**src/rtl/rgb2ycbcr_stream.sv**
```systemverilog
// rgb2ycbcr_stream: full-range BT.601 (JPEG) RGB -> YCbCr converter with input framing checks.
// Latency: 3 clocks from accepted input beat to output beat; framing_err_o/line_cnt_o 1 clock.
// Backpressure: none; every valid beat is taken, gaps allowed anywhere.
//
// Optional build macro YCBCR_422_EN: 4:2:2 output. cb_data_o carries Cb on even pixels and the
// preceding even pixel's Cr on odd pixels; cr_data_o is driven 0. Undefined -> 4:4:4.
//
// Ports:
//   clk, reset_n                  pixel clock, asynchronous active-low reset
//   r_data/g_data/b_data          input colour components (DATA_WIDTH each)
//   data_i_valid, sop_i, eop_i    input beat strobe and line framing (sop/eop qualified by valid)
//   y_data_o/cb_data_o/cr_data_o  output components, held while data_o_valid=0
//   data_o_valid, sop_o, eop_o    output beat strobe and framing, aligned to the data
//   framing_err_o                 one-cycle pulse on a framing violation
//   line_cnt_o                    lines completed in the current frame, wraps at LINES_PER_FRAME
module rgb2ycbcr_stream #(
  parameter int DATA_WIDTH      = 8,
  parameter int LINES_PER_FRAME = 720
) (
  input  logic                  clk,
  input  logic                  reset_n,
  input  logic [DATA_WIDTH-1:0] r_data,
  input  logic [DATA_WIDTH-1:0] g_data,
  input  logic [DATA_WIDTH-1:0] b_data,
  input  logic                  data_i_valid,
  input  logic                  sop_i,
  input  logic                  eop_i,
  output logic [DATA_WIDTH-1:0] y_data_o,
  output logic [DATA_WIDTH-1:0] cb_data_o,
  output logic [DATA_WIDTH-1:0] cr_data_o,
  output logic                  data_o_valid,
  output logic                  sop_o,
  output logic                  eop_o,
  output logic                  framing_err_o,
  output logic [11:0]           line_cnt_o
);

  // Signed intermediate width; wide enough for the largest sum (2^DATA_WIDTH * 256 + offsets).
  localparam int IW    = DATA_WIDTH + 10;
  localparam int K_OFS = (1 << (DATA_WIDTH - 1)) * 256;

  localparam logic signed [IW-1:0] C_YR  = IW'(77);
  localparam logic signed [IW-1:0] C_YG  = IW'(150);
  localparam logic signed [IW-1:0] C_YB  = IW'(29);
  localparam logic signed [IW-1:0] C_CBR = IW'(-43);
  localparam logic signed [IW-1:0] C_CBG = IW'(-85);
  localparam logic signed [IW-1:0] C_CBB = IW'(128);
  localparam logic signed [IW-1:0] C_CRR = IW'(128);
  localparam logic signed [IW-1:0] C_CRG = IW'(-107);
  localparam logic signed [IW-1:0] C_CRB = IW'(-21);
  localparam logic signed [IW-1:0] C_RND = IW'(128);
  // Chroma mid-scale offset folded together with the rounding constant.
  localparam logic signed [IW-1:0] C_OFS = IW'(K_OFS + 128);
  localparam logic signed [IW-1:0] C_MAX = IW'((1 << DATA_WIDTH) - 1);

  localparam logic [11:0] LAST_LINE = 12'(LINES_PER_FRAME - 1);

  // ---------------------------------------------------------------------------
  // Framing FSM
  // ---------------------------------------------------------------------------
  typedef enum logic {
    S_IDLE = 1'b0,
    S_LINE = 1'b1
  } state_t;

  state_t state, state_nxt;
  logic   beat_acc;
  logic   beat_err;
  logic   line_done;

  always_ff @(posedge clk or negedge reset_n) begin
    if (!reset_n) begin
      state <= S_IDLE;
    end else begin
      state <= state_nxt;
    end
  end

  always_comb begin
    state_nxt = state;
    beat_acc  = 1'b0;
    beat_err  = 1'b0;
    line_done = 1'b0;
    if (data_i_valid) begin
      case (state)
        S_IDLE: begin
          if (sop_i) begin
            beat_acc = 1'b1;
            if (eop_i) begin
              line_done = 1'b1;   // single-pixel line
            end else begin
              state_nxt = S_LINE;
            end
          end else begin
            beat_err = 1'b1;      // stray beat outside a line is dropped
          end
        end
        S_LINE: begin
          beat_acc = 1'b1;
          if (sop_i) begin
            // Restart: the open line is abandoned uncounted and this beat opens a new one.
            // A restart that also carries eop is a complete single-pixel line.
            beat_err = 1'b1;
            if (eop_i) begin
              line_done = 1'b1;
              state_nxt = S_IDLE;
            end
          end else if (eop_i) begin
            line_done = 1'b1;
            state_nxt = S_IDLE;
          end
        end
        default: state_nxt = S_IDLE;
      endcase
    end
  end

  always_ff @(posedge clk or negedge reset_n) begin
    if (!reset_n) begin
      framing_err_o <= 1'b0;
      line_cnt_o    <= '0;
    end else begin
      framing_err_o <= beat_err;
      if (line_done) begin
        line_cnt_o <= (line_cnt_o == LAST_LINE) ? 12'd0 : line_cnt_o + 12'd1;
      end
    end
  end

  // ---------------------------------------------------------------------------
  // Sideband delay chain (stages 1 and 2; stage 3 is the output register)
  // ---------------------------------------------------------------------------
  logic vld1, sop1, eop1;
  logic vld2, sop2, eop2;

`ifdef YCBCR_422_EN
  // Pixel parity: 0 = even. An accepted sop always starts an even pixel.
  logic odd_q;
  logic par0, par1, par2;

  assign par0 = sop_i ? 1'b0 : odd_q;

  always_ff @(posedge clk or negedge reset_n) begin
    if (!reset_n) begin
      odd_q <= 1'b0;
      par1  <= 1'b0;
      par2  <= 1'b0;
    end else begin
      if (beat_acc) begin
        odd_q <= ~par0;
      end
      par1 <= par0;
      par2 <= par1;
    end
  end
`endif

  always_ff @(posedge clk or negedge reset_n) begin
    if (!reset_n) begin
      vld1 <= 1'b0;
      sop1 <= 1'b0;
      eop1 <= 1'b0;
      vld2 <= 1'b0;
      sop2 <= 1'b0;
      eop2 <= 1'b0;
    end else begin
      vld1 <= beat_acc;
      sop1 <= beat_acc & sop_i;
      eop1 <= beat_acc & eop_i;
      vld2 <= vld1;
      sop2 <= sop1;
      eop2 <= eop1;
    end
  end

  // ---------------------------------------------------------------------------
  // Stage 1: nine products
  // ---------------------------------------------------------------------------
  logic signed [IW-1:0] r_s, g_s, b_s;
  logic signed [IW-1:0] p_yr, p_yg, p_yb;
  logic signed [IW-1:0] p_cbr, p_cbg, p_cbb;
  logic signed [IW-1:0] p_crr, p_crg, p_crb;

  assign r_s = signed'({{(IW - DATA_WIDTH){1'b0}}, r_data});
  assign g_s = signed'({{(IW - DATA_WIDTH){1'b0}}, g_data});
  assign b_s = signed'({{(IW - DATA_WIDTH){1'b0}}, b_data});

  always_ff @(posedge clk) begin
    if (beat_acc) begin
      p_yr  <= C_YR  * r_s;
      p_yg  <= C_YG  * g_s;
      p_yb  <= C_YB  * b_s;
      p_cbr <= C_CBR * r_s;
      p_cbg <= C_CBG * g_s;
      p_cbb <= C_CBB * b_s;
      p_crr <= C_CRR * r_s;
      p_crg <= C_CRG * g_s;
      p_crb <= C_CRB * b_s;
    end
  end

  // ---------------------------------------------------------------------------
  // Stage 2: sums plus offsets
  // ---------------------------------------------------------------------------
  logic signed [IW-1:0] y_sum, cb_sum, cr_sum;

  always_ff @(posedge clk) begin
    if (vld1) begin
      y_sum  <= p_yr  + p_yg  + p_yb  + C_RND;
      cb_sum <= p_cbr + p_cbg + p_cbb + C_OFS;
      cr_sum <= p_crr + p_crg + p_crb + C_OFS;
    end
  end

  // ---------------------------------------------------------------------------
  // Stage 3: scale down, clamp, output registers
  // ---------------------------------------------------------------------------
  function automatic logic [DATA_WIDTH-1:0] clamp_px(input logic signed [IW-1:0] acc);
    logic signed [IW-1:0] s;
    s = acc >>> 8;
    if (s[IW-1]) begin
      clamp_px = '0;
    end else if (s > C_MAX) begin
      clamp_px = '1;
    end else begin
      clamp_px = s[DATA_WIDTH-1:0];
    end
  endfunction

  logic [DATA_WIDTH-1:0] y_px, cb_px, cr_px;

  assign y_px  = clamp_px(y_sum);
  assign cb_px = clamp_px(cb_sum);
  assign cr_px = clamp_px(cr_sum);

`ifdef YCBCR_422_EN
  logic [DATA_WIDTH-1:0] cr_hold;
`endif

  always_ff @(posedge clk or negedge reset_n) begin
    if (!reset_n) begin
      y_data_o     <= '0;
      cb_data_o    <= '0;
      cr_data_o    <= '0;
      data_o_valid <= 1'b0;
      sop_o        <= 1'b0;
      eop_o        <= 1'b0;
`ifdef YCBCR_422_EN
      cr_hold      <= '0;
`endif
    end else begin
      data_o_valid <= vld2;
      sop_o        <= sop2;
      eop_o        <= eop2;
      if (vld2) begin
        y_data_o <= y_px;
`ifdef YCBCR_422_EN
        // Even pixel sends its Cb and parks its Cr for the following odd pixel.
        if (!par2) begin
          cb_data_o <= cb_px;
          cr_hold   <= cr_px;
        end else begin
          cb_data_o <= cr_hold;
        end
        cr_data_o <= '0;
`else
        cb_data_o <= cb_px;
        cr_data_o <= cr_px;
`endif
      end
    end
  end

endmodule
```
**config.mk**
```make
export PLATFORM = sky130hd
export DESIGN_NAME = rgb2ycbcr_stream
export DESIGN_NICKNAME = d
export VERILOG_FILES = /design/src/rtl/rgb2ycbcr_stream.sv
export SDC_FILE = /design/constraint.sdc
export NUM_CORES = 1
export LEC_CHECK = 0
export BUFFER_PORTS_ARGS = -buffer_cell sky130_fd_sc_hd__buf_2
export CAP_MARGIN = 15
export CELL_PAD_IN_SITES_DETAIL_PLACEMENT = 2
export CELL_PAD_IN_SITES_GLOBAL_PLACEMENT = 2
export CORE_MARGIN = 3
export CORE_UTILIZATION = 39
export CTS_CLUSTER_SIZE = 24
export DETAILED_ROUTE_END_ITERATION = 7
export GPL_TIMING_DRIVEN = 1
export PLACE_DENSITY_LB_ADDON = 0.05
export SETUP_SLACK_MARGIN = 0.3
export SYNTH_ARGS = -nofsm -noshare
export SYNTH_HDL_FRONTEND = slang
export SYNTH_SLANG_ARGS = --single-unit
export TNS_END_PERCENT = 1
```
**constraint.sdc**
```tcl
create_clock -name clk -period 5.6 [get_ports clk]
set_input_delay 0.84 -clock clk [delete_from_list [all_inputs] [get_ports clk]]
set_output_delay 0.84 -clock clk [all_outputs]
set_load 0.01 [all_outputs]
```
# [Word level (Yosys, flattened, before mapping)]
# Cells that the tools add are included.
[totals] reg_bits=242 inputBits=29
[op_classes] addsub=10 n_eq_ne=1 bitwise=3 mul=7 n_mux=20 order_cmp=3
[op_table] op="18-bit adder" n=4
[op_table] op="8-bit 2-to-1 mux" n=6
[op_table] op="18-bit by 17-bit adder with 18-bit output, second input constant" n=2
[op_table] op="8-bit by 9-bit multiplier with 17-bit output, first input constant" n=2
[op_table] op="10-bit by 9-bit > comparator with 1-bit output, second input constant" n=3
[op_table] op="7-bit by 8-bit multiplier with 15-bit output, first input constant" n=2
[op_table] op="16-bit by 18-bit adder with 18-bit output" n=1
[op_table] op="18-bit by 16-bit adder with 18-bit output" n=1
[op_table] op="18-bit by 9-bit adder with 18-bit output, second input constant" n=1
[op_table] op="7-bit by 9-bit multiplier with 16-bit output, first input constant" n=1
[op_table] op="6-bit by 9-bit multiplier with 15-bit output, first input constant" n=1
[op_table] op="5-bit by 8-bit multiplier with 13-bit output, first input constant" n=1
[op_table] op="12-bit by 1-bit adder with 12-bit output, second input constant" n=1
[op_table] op="12-bit by 10-bit equality test with 1-bit output, second input constant" n=1
[op_table] op="12-bit 2-to-1 mux" n=1
[op_table] op="1-bit 2-to-1 mux" n=9
[op_table] op="1-bit one-hot mux with 2 select lines" n=4
[op_table] op="1-bit AND" n=2
[op_table] op="1-bit NOT" n=1

# [Logic depth before layout (Yosys ltp)]
# Gate-level depths: netlist of the first run.
[logic_depth] depth_word=4 depth_mapped=15 depth_no_buf=15

# [Worst setup path after synthesis of the first run]
# Ideal clock, no wire load.
[synth_timing] path_kind="input to register" from="in sop_i" to="reg vld1" arrival_time_ns=6.069 cell_stages=3 path_slack_ns=-1.118 required_ns=4.951 path_buffers=0 cell_sequence="inv_1 > ha_1 > nor2b_1"
[synth_via] elab_chain_len=3
[synth_lines] item="start, declared" line="26" text="input logic sop_i,"
[synth_lines] item="1-bit 2-to-1 mux" line="87" text="if (sop_i) begin"
[synth_lines] item="1-bit one-hot mux with 2 select lines" line="85" text="case (state)"
[synth_lines] item="1-bit 2-to-1 mux" line="84" text="if (data_i_valid) begin"
[synth_lines] item="via beat_acc" line="67" text="logic beat_acc;"
[synth_lines] item="end signal, assigned" line="167" text="vld1 <= beat_acc;"
[synth_lines] item="end, declared" line="133" text="logic vld1, sop1, eop1;"
# The timed path passes the listed nets, and every way through them passes these cells.
# A chain may end at the register's enable or synchronous reset.

# [Worst setup path after layout of the first run]
[layout_timing] from="in g_data[1]" to="reg p_cbg[13], data pin"
[layout_via] elab_chain_len=1
[layout_lines] item="start, declared" line="23" text="input logic [DATA_WIDTH-1:0] g_data,"
[layout_lines] item="8-bit by 9-bit multiplier with 17-bit output" line="194" text="p_cbg <= C_CBG * g_s;"
[layout_lines] item="end signal, assigned" line="194"
[layout_lines] item="end, declared" line="181" text="logic signed [IW-1:0] p_cbr, p_cbg, p_cbb;"
# No other way between the ends.

==> results of run 1 <==
[where the power goes]
group	leakage (nW)	switching [W]	total [W]	internal [W]
combinational	6.44	0.00289	0.00502	0.00213
clock	0.290	0.000597	0.00123	0.000632
sequential	1.94	0.000267	0.00250	0.00223
total	8.66	0.00375	0.00874	0.00499
[routing by layer]
metal / global-route usage, % / vias to the layer above
li1: - / 5206
met1: 25.0 / 5361
met2: 35.0 / 117
met3: 3.16 / 42
met4: 5.61 / 0
met5: 0 / -
[sequential cells by signal, indices dropped and copies added (netlist names), 10 cells and up]
name        count
p_crb          15
cb_sum         10
cr_sum         10
y_sum          10
p_cbg          17
p_yr           12
p_yg           12
p_cbr          16
p_yb           11
line_cnt_o     12
p_crg          16
[critical path: cells and delay by family]
kind | cells | cell delay (ns)
adder cells (fa/ha/maj) | 5 | 2.27
AND/OR/NAND/NOR | 1 | 0.21
AO/OA/AOI/OAI | 3 | 0.72
buffers and inverters | 4 | 0.41
[final cells by class]
class	count	area [µm²]	area share (%)
multi-input combinational	1042	10200	56.7
sequential	189	5440	30.2
inverter	192	721	4.00
tap	532	666	3.69
clock buffer	21	482	2.67
timing repair buffer	71	395	2.19
clock inverter	11	98.8	0.548
antenna	1	2.50	0.0139
[logic make-up after synthesis]
| logic type | Yosys count | synth area share (%) |
|---|---|---|
| simple gates | 265 | 7.75 |
| fa+ha+maj | 458 | 39.4 |
| compound gates | 206 | 8.57 |
| buf+inv | 203 | 4.66 |
| flops | 189 | 33.1 |
| mux | 28 | 1.90 |
| xor+xnor | 85 | 4.54 |
[through the flow]
step / setup WS, ns / cell area (µm²) / utilization, % / std cells
CTS: 1.31 / 18000 / 43.7 / 2057
finish: 1.31 / 18000 / 43.7 / 2059
detailed placement: 0.788 / 17400 / 42.3 / 2025
global placement: 0.927 / 17400 / 42.3 / 2025
global route: 1.11 / 18000 / 43.7 / 2058
floorplan: 1.12 / 16400 / - / 1434
[layout by cell type (no fill, tap or decap), types with 13 or more instances in the layout]
master / Yosys / routed
a211oi_1: 13 / 13
a21o_1: 22 / 22
a21oi_1: 61 / 61
buf_2: 3 / 68
clkbuf_16: 0 / 18
dfrtp_1: 47 / 47
edfxtp_1: 142 / 142
fa_1: 99 / 99
ha_1: 359 / 359
inv_1: 192 / 192
mux2_2: 25 / 25
nand2_1: 47 / 47
nand2b_1: 14 / 14
nand3_1: 17 / 17
nor2_1: 99 / 99
nor2b_1: 15 / 14
nor3_1: 25 / 25
o21ai_0: 30 / 30
xnor2_1: 58 / 58
xor2_1: 27 / 27
[worst paths after layout]
path,from,to,slack (ns)
min reg2reg,eop2$_DFF_PN0_,eop_o$_DFF_PN0_,0.35
max reg2reg,p_crg[4]$_DFFE_PP_,cr_sum[17]$_DFFE_PP_,2.30
min in group asynchronous,reset_n,vld1$_DFF_PN0_,0.44
max,g_data[1],p_cbg[13]$_DFFE_PP_,1.31
min,eop2$_DFF_PN0_,eop_o$_DFF_PN0_,0.35
max in group asynchronous,reset_n,sop1$_DFF_PN0_,4.72
==> results.toml, run 1 <==
[timing]
finalHoldViolCount = 0
slew_headroom_pct = 31.3
rsz0062_at_grt = "no"
final-max-slew-violation-count = 0
fmax_mhz = 233
setup_tns_ns = 0
worstMarginPinSlew_ns = 1.03
finClkSkew_ns = 0.0149
period_needed_ns = 4.29
whs_ns = 0.353
period_share_pct = 76.5
finalSetupViolations = 0

[logic_synthesis]
synth.most_common_cell = "ha_1"
synth.top_cells.by_count = "359 x ha_1, 192 x inv_1, 142 x edfxtp_1, 99 x fa_1, 99 x nor2_1"
ys.warnings.count = 0
ys_types = 65
syn_area_um2 = 16400
ys.flop_type = "edfxtp_1"
synth_area_leader_cell = "ha_1"
async_reset_ff_share_pct = 24.9
synth_edf_count = 142
synth_cells = 1434
ys_ff_latch = 189
syn_nets = 1921
yosysSeqAreaShare_pct = 33.1
synth.avg_cell_area_um2 = 11.4
synth_top_area_share_pct = 27.4
synthTopCellsByArea = "ha_1 27%, edfxtp_1 26%, fa_1 12%"

[grt]
grt_start_max_net_pins = 116
grt_pass1_wl_mm = 67.1
grt_pass1_vias = 12100
grt_overflow = 0
grt_usage_pct = 19.7
antenna_found_initial = 2

[worst_setup_path]
cp_slowest_cell = "fa_1"
startpoint_type = "input port"
cp_data_required_time_ns = 5.78
end_kind = "flip-flop"
ff2ff_path_depth = 9
critPathMaxStageDelay_ns = 0.55
crit_chain = "buf_2 > inv_1 > ha_1 > fa_1 > fa_1 > inv_1 > fa_1 > inv_1 > ha_1 > o21a_1 > a211oi_1 > or2_2 > o311ai_0"
crit_fanout = 8
path_class = "in -> reg"
arrival_ns = 4.46

[min_path]
min_path_type = "reg -> reg"
hold_path_depth = 0

[power]
finalPower_w = 0.00874
ir_worst_vdd_mv = 0.248
p_per_area_nw_per_um2 = 485
leakagePower_nw = 8.66

[flow_run]
maxCapViolations = 0

[cells_and_area]
area_delta_synth_final_pct = 9.79
nFillCells = 4248
drive_gt1_share_pct = 9.63
fin_nets = 2000

[route]
wl_per_cell_um = 20.4
dr_wl_met2_mm = 21.1
wl_met1_mm = 18.8
route.detailed.drc = 0
via_count = 10700
highest_layer = "met4"
routed_wl_mm = 41.9
first_pass_iters = 4
ant_nets = 0
vias_per_cell = 5.21
met3_length_mm = 1.21
drt_iter0_drc = 437

[clock_network]
postCtsSetupBuffers = 0
cts_resized = 0
cts_sinks = 189
htreeDepth = 4
root_buffer = "clkbuf_16"
clk_latency_ns = 0.48
hold_buffers = 0
cts_buffers = 17
clockBufferDepth = 2
cts_tree = "done"
path_clk_slew_ns = 0.07

[die]
die_x_um = 211
rows = 74
die-height_um = 211
io_pins = 69
initial_core_util_pct = 39.8
core_area_um2 = 41200
die_area_um2 = 44600

[placed_design]
hpwl_mm = 34.7
port_buffers = 68
place_congestion = 0.807

[run_status]
status = "complete, no violations"
No activity file was read; power rests on OpenSTA's default activity.
==> inputs of run 2 (changes only) <==
clock period = 3.8 ns   (was 5.6 ns; I/O delays follow)
==> results.toml, run 2 (synthesis gave the netlist of run 1 again) <==
[die]
core_area_um2 = 41200
die_x_um = 211
initial_core_util_pct = 39.8
die-height_um = 211
io_pins = 69
die_area_um2 = 44600
rows = 74

[power]
intPower_w = 0.00808
ir_worst_vdd_mv = 0.356
leakagePower_nw = 9.51
p_per_area_nw_per_um2 = 717
combPwrFrac_pct = 60.8
clockPowerShare_pct = 13.3
swShare_pct = 43.0
p_switching_w = 0.00610
p_seq_share_pct = 25.9

[grt]
grt_pass1_vias = 13200
grt_usage_pct = 21.4
grt_pass1_wl_mm = 73.0
grt_start_max_net_pins = 71
grt_overflow = 0
antenna_found_initial = 1

[clock_network]
clk_latency_ns = 0.46
htreeDepth = 4
cts_tree = "done"
root_buffer = "clkbuf_16"
path_clk_slew_ns = 0.08
cts_buffers = 17
clockBufferDepth = 2
cts_sinks = 189

[timing]
setup_tns_ns = 0
finClkSkew_ns = 0.0153
worstMarginPinSlew_ns = 0.978
rsz0062_at_grt = "yes"
whs_ns = 0.318
final-max-slew-violation-count = 0
finalHoldViolCount = 0
period_share_pct = 95.8
slew_headroom_pct = 34.8
fmax_mhz = 275
finalSetupViolations = 0
period_needed_ns = 3.64

[placed_design]
port_buffers = 68
place_congestion = 0.776
hpwl_mm = 38.1

[route]
first_pass_iters = 4
via_count = 11600
wl_per_cell_um = 21.3
drt_iter0_drc = 421
routed_wl_mm = 47.4
route.detailed.drc = 0
vias_per_cell = 5.23
ant_nets = 0

[cells_and_area]
num_antenna_cells = 0
final_common_cell = "ha_1"
drive_gt1_share_pct = 22.8
top_register = "p_cbg"
fin_nets = 2163
post-route-util_pct = 48.0
area_delta_synth_final_pct = 20.5
largest_reg_flops = 17
reg_top3 = "p_cbg (17), p_cbr (16), p_crg (16)"
mostFrequentLayoutCells = "335 x ha_1, 179 x inv_1, 160 x buf_4"

[worst_setup_path]
path_class = "in -> reg"
rr_endpoint = "cr_sum[16]$_DFFE_PP_"
ff2ff_path_depth = 11
cp_slowest_cell = "fa_1"
startpoint_type = "input port"
rr_startpoint = "p_cbr[0]$_DFFE_PP_"
r2r_setup_slack_ns = 0.43
crit_chain = "buf_12 > buf_6 > ha_4 > inv_4 > buf_6 > fa_1 > inv_2 > ha_4 > inv_2 > fa_1 > inv_2 > ha_4 > o21a_1 > a211oi_2 > buf_4 > o211ai_1 > o311ai_4"
crit_fanout = 6
critPathMaxStageDelay_ns = 0.53
cp_data_required_time_ns = 3.97
arrival_ns = 3.81
end_kind = "flip-flop"

[min_path]
hp-start = "eop_i"
min_path_type = "in -> reg"
hold_path_depth = 2
hold_end = "state$_DFFE_PN0P_"

[run_status]
status = "complete, no violations"

[flow_run]
maxCapViolations = 0
-- run 2: power by group through the flow --
stage | registers [W] | logic [W] | clock network [W]
after floorplan | 0.00361 | 0.00521 | 0
after global placement | 0.00371 | 0.00774 | 0
after detailed placement | 0.00375 | 0.00817 | 0
after CTS | 0.00370 | 0.00845 | 0.00194
after global routing | 0.00375 | 0.00969 | 0.00201
final | 0.00367 | 0.00862 | 0.00188
-- run 2: per-layer routing --
| metal | routed length, µm | GRT usage, % | up-vias |
|---|---|---|---|
| li1 | - | - | 5541 |
| met1 | 20600 | 26.8 | 5909 |
| met2 | 24800 | 39.6 | 123 |
| met3 | 1180 | 2.67 | 38 |
| met4 | 817 | 4.50 | 0 |
| met5 | 0 | 0 | - |
-- run 2: repair_timing --
| action | in CTS | in global routing |
|---|---|---|
| setup buffers | 2 | 7 |
| hold endpoints to repair | 0 | 8 |
| hold buffers | 0 | 1 |
| resized for setup | 42 | 66 |
| endpoints found under the setup margin | 27 | 37 |
| pin swaps | 17 | 46 |
-- run 2: final cells by class --
cell class | count | area [µm²]
inverter | 192 | 723
sequential | 189 | 5440
tap | 532 | 666
clock inverter | 14 | 170
fill | 4136 | 21400
timing repair buffer | 234 | 1670
clock buffer | 18 | 450
multi-input combinational | 1042 | 10700
-- run 2: how the worst max path moves through the flow --
stage,start,endpoint,slack (ns),depth (start not counted)
after floorplan,g_data[1],p_cbg[16]$_DFFE_PP_,-0.15,13
after global placement,g_data[4],p_crg[14]$_DFFE_PP_,-0.39,14
after detailed placement,g_data[4],p_cbg[13]$_DFFE_PP_,-0.83,15
after CTS,g_data[3],p_cbg[16]$_DFFE_PP_,0.21,16
after global routing,g_data[5],p_cbg[16]$_DFFE_PP_,0.09,15
final,g_data[4],p_cbg[13]$_DFFE_PP_,0.16,17
-- run 2: per-stage QoR --
stage / total power, W / setup WS (ns) / instances / area, µm²
final: 0.0142 / 0.160 / 2221 / 19800
after global routing: 0.0155 / 0.0887 / 2221 / 19800
after CTS: 0.0141 / 0.206 / 2212 / 19400
after detailed placement: 0.0119 / -0.826 / 2178 / 18600
after global placement: 0.0115 / -0.394 / 2178 / 18600
after floorplan: 0.00882 / -0.154 / 1434 / 16400
-- run 2: critical path, delay by kind of cell --
| kind | cells | cell delay (ns) |
|---|---|---|
| compound gates | 4 | 0.70 |
| fa+ha+maj | 5 | 1.84 |
| buf+inv | 8 | 0.69 |
==> inputs of run 3 (changes only) <==
BUFFER_PORTS_ARGS = -buffer_cell sky130_fd_sc_hd__buf_4   (was -buffer_cell sky130_fd_sc_hd__buf_2)
CAP_MARGIN = unset   (was 15)
==> results.toml, run 3 (synthesis gave the netlist of run 1 again) <==
[power]
p_per_area_nw_per_um2 = 714
p_switching_w = 0.00604
p_seq_share_pct = 25.8
finalPower_w = 0.0142
combPwrFrac_pct = 61.2
clockPowerShare_pct = 13.0
intPower_w = 0.00819
swShare_pct = 42.4
leakagePower_nw = 9.53
ir_worst_vdd_mv = 0.355

[worst_setup_path]
cp_data_required_time_ns = 3.98
end_kind = "flip-flop"
crit_fanout = 6
rr_startpoint = "p_cbr[1]$_DFFE_PP_"
arrival_ns = 3.71
cp_slowest_cell = "fa_1"
ff2ff_path_depth = 8
crit_chain = "buf_12 > buf_4 > ha_4 > inv_2 > buf_6 > fa_1 > inv_2 > ha_4 > inv_1 > fa_1 > inv_2 > ha_4 > o21a_1 > a211oi_2 > buf_4 > o211ai_1 > o311ai_2"
critPathLaunch = "g_data[4]"
path_class = "in -> reg"
critPathMaxStageDelay_ns = 0.54
startpoint_type = "input port"

[cells_and_area]
post-route-util_pct = 48.4
mostFrequentLayoutCells = "335 x ha_1, 221 x buf_4, 179 x inv_1"
top_register = "p_cbg"
fin_nets = 2161
final_common_cell = "ha_1"
drive_gt1_share_pct = 22.9
nFillCells = 4181
num_antenna_cells = 0
postLayoutCellArea_um2 = 19900
largest_reg_flops = 17
area_delta_synth_final_pct = 21.4
reg_top3 = "p_cbg (17), p_cbr (16), p_crg (16)"

[clock_network]
root_buffer = "clkbuf_16"
hold_buffers = 0
cts_tree = "done"
cts_buffers = 17
clk_latency_ns = 0.46
path_clk_slew_ns = 0.08
htreeDepth = 4
cts_sinks = 189
clockBufferDepth = 2

[placed_design]
place_congestion = 0.824
dp_worst_setup_slack_ns = -0.526
port_buffers = 68
hpwl_mm = 38.0
place_area_um2 = 18800

[route]
ant_nets = 0
first_pass_iters = 4
routed_wl_mm = 46.3
vias_per_cell = 5.22
route.detailed.drc = 0
via_count = 11600
wl_per_cell_um = 20.9
drt_iter0_drc = 465

[min_path]
min_path_type = "in -> async"

[timing]
period_needed_ns = 3.53
final-max-slew-violation-count = 0
slew_headroom_pct = 16.8
layout_setup_ws_ns = 0.265
setup_tns_ns = 0
finalSetupViolations = 0
finalHoldViolCount = 0
period_share_pct = 93.0
worstMarginPinSlew_ns = 1.25
fmax_mhz = 283
rsz0062_at_grt = "yes"
finClkSkew_ns = 0.00868

[die]
die_area_um2 = 44600
rows = 74
io_pins = 69
core_area_um2 = 41200
die_x_um = 211
initial_core_util_pct = 39.8
die-height_um = 211

[grt]
antenna_found_initial = 4
grt_usage_pct = 20.9
grt_start_max_net_pins = 48
grt_pass1_wl_mm = 71.8
grt_overflow = 0
grt_pass1_vias = 13100

[flow_run]
maxCapViolations = 0

[run_status]
status = "complete, no violations"
## run 3: cell count changes in the layout (fill, tap and decap cells not counted), sizes merged
cell,previous run,this run
dlygate4sd3,1,0
inv,198,201
clkinv,7,3
clkinvlp,1,0
bufinv,0,1
buf,231,232
clkbuf,20,19
## run 3: routing by layer
| layer | GRT usage [%] | part of all wire (%) | up-vias | routed length, µm |
|---|---|---|---|---|
| met3 | 2.29 | 2.5 | 50 | 1150 |
| li1 | - | - | 5533 | - |
| met5 | 0 | 0 | - | 0 |
| met2 | 38.0 | 52 | 137 | 24000 |
| met4 | 5.70 | 2.6 | 0 | 1180 |
| met1 | 26.6 | 43 | 5874 | 20000 |
## run 3: area by class of cell
cell class	instances	area, µm²	area share, %
Multi-Input combinational cell	1042	10700	53.6
Sequential cell	189	5440	27.3
Timing Repair Buffer	232	1830	9.17
Inverter	192	726	3.64
Tap cell	532	666	3.34
Clock buffer	19	443	2.22
Clock inverter	13	148	0.741
## run 3: power by group through the flow
stage	combinational, W	sequential, W	clock (W)
CTS	0.00858	0.00370	0.00191
global placement	0.00787	0.00372	0
detailed placement	0.00829	0.00375	0
global route	0.00982	0.00376	0.00198
finish	0.00871	0.00368	0.00185
floorplan	0.00521	0.00361	0
## run 3: path summary, 6_finish.rpt
path                                      endpoint  slack [ns]
setup / recovery               p_cbg[13]$_DFFE_PP_        0.27
setup reg to reg              cr_sum[17]$_DFFE_PP_        0.45
min in group clk                 state$_DFFE_PN0P_        0.31
max in group asynchronous  framing_err_o$_DFF_PN0_        3.26
hold / removal             y_data_o[2]$_DFFE_PN0P_        0.11
hold reg to reg                    sop_o$_DFF_PN0_        0.34
## run 3: critical path, delay by kind of cell
kind / cells / cell delay (ns)
fa+ha+maj: 5 / 1.82
compound gates: 4 / 0.58
buf+inv: 8 / 0.75
## run 3: per-stage QoR
step | std cells | hold slack (ns)
2_1_floorplan | 1434 | 0.274
3_3_place_gp | 2182 | 0.332
3_5_place_dp | 2182 | 0.336
4_1_cts | 2216 | 0.125
5_1_grt | 2219 | 0.140
6_report | 2219 | 0.110
## run 3: timing repair
| item | CTS | global route |
|---|---|---|
| endpoints found under the hold margin | 0 | 0 |
| resized for setup | 36 | 69 |
| pin swaps | 16 | 39 |
| buffers inserted | 2 | 3 |
| endpoints found under the setup margin | 23 | 38 |
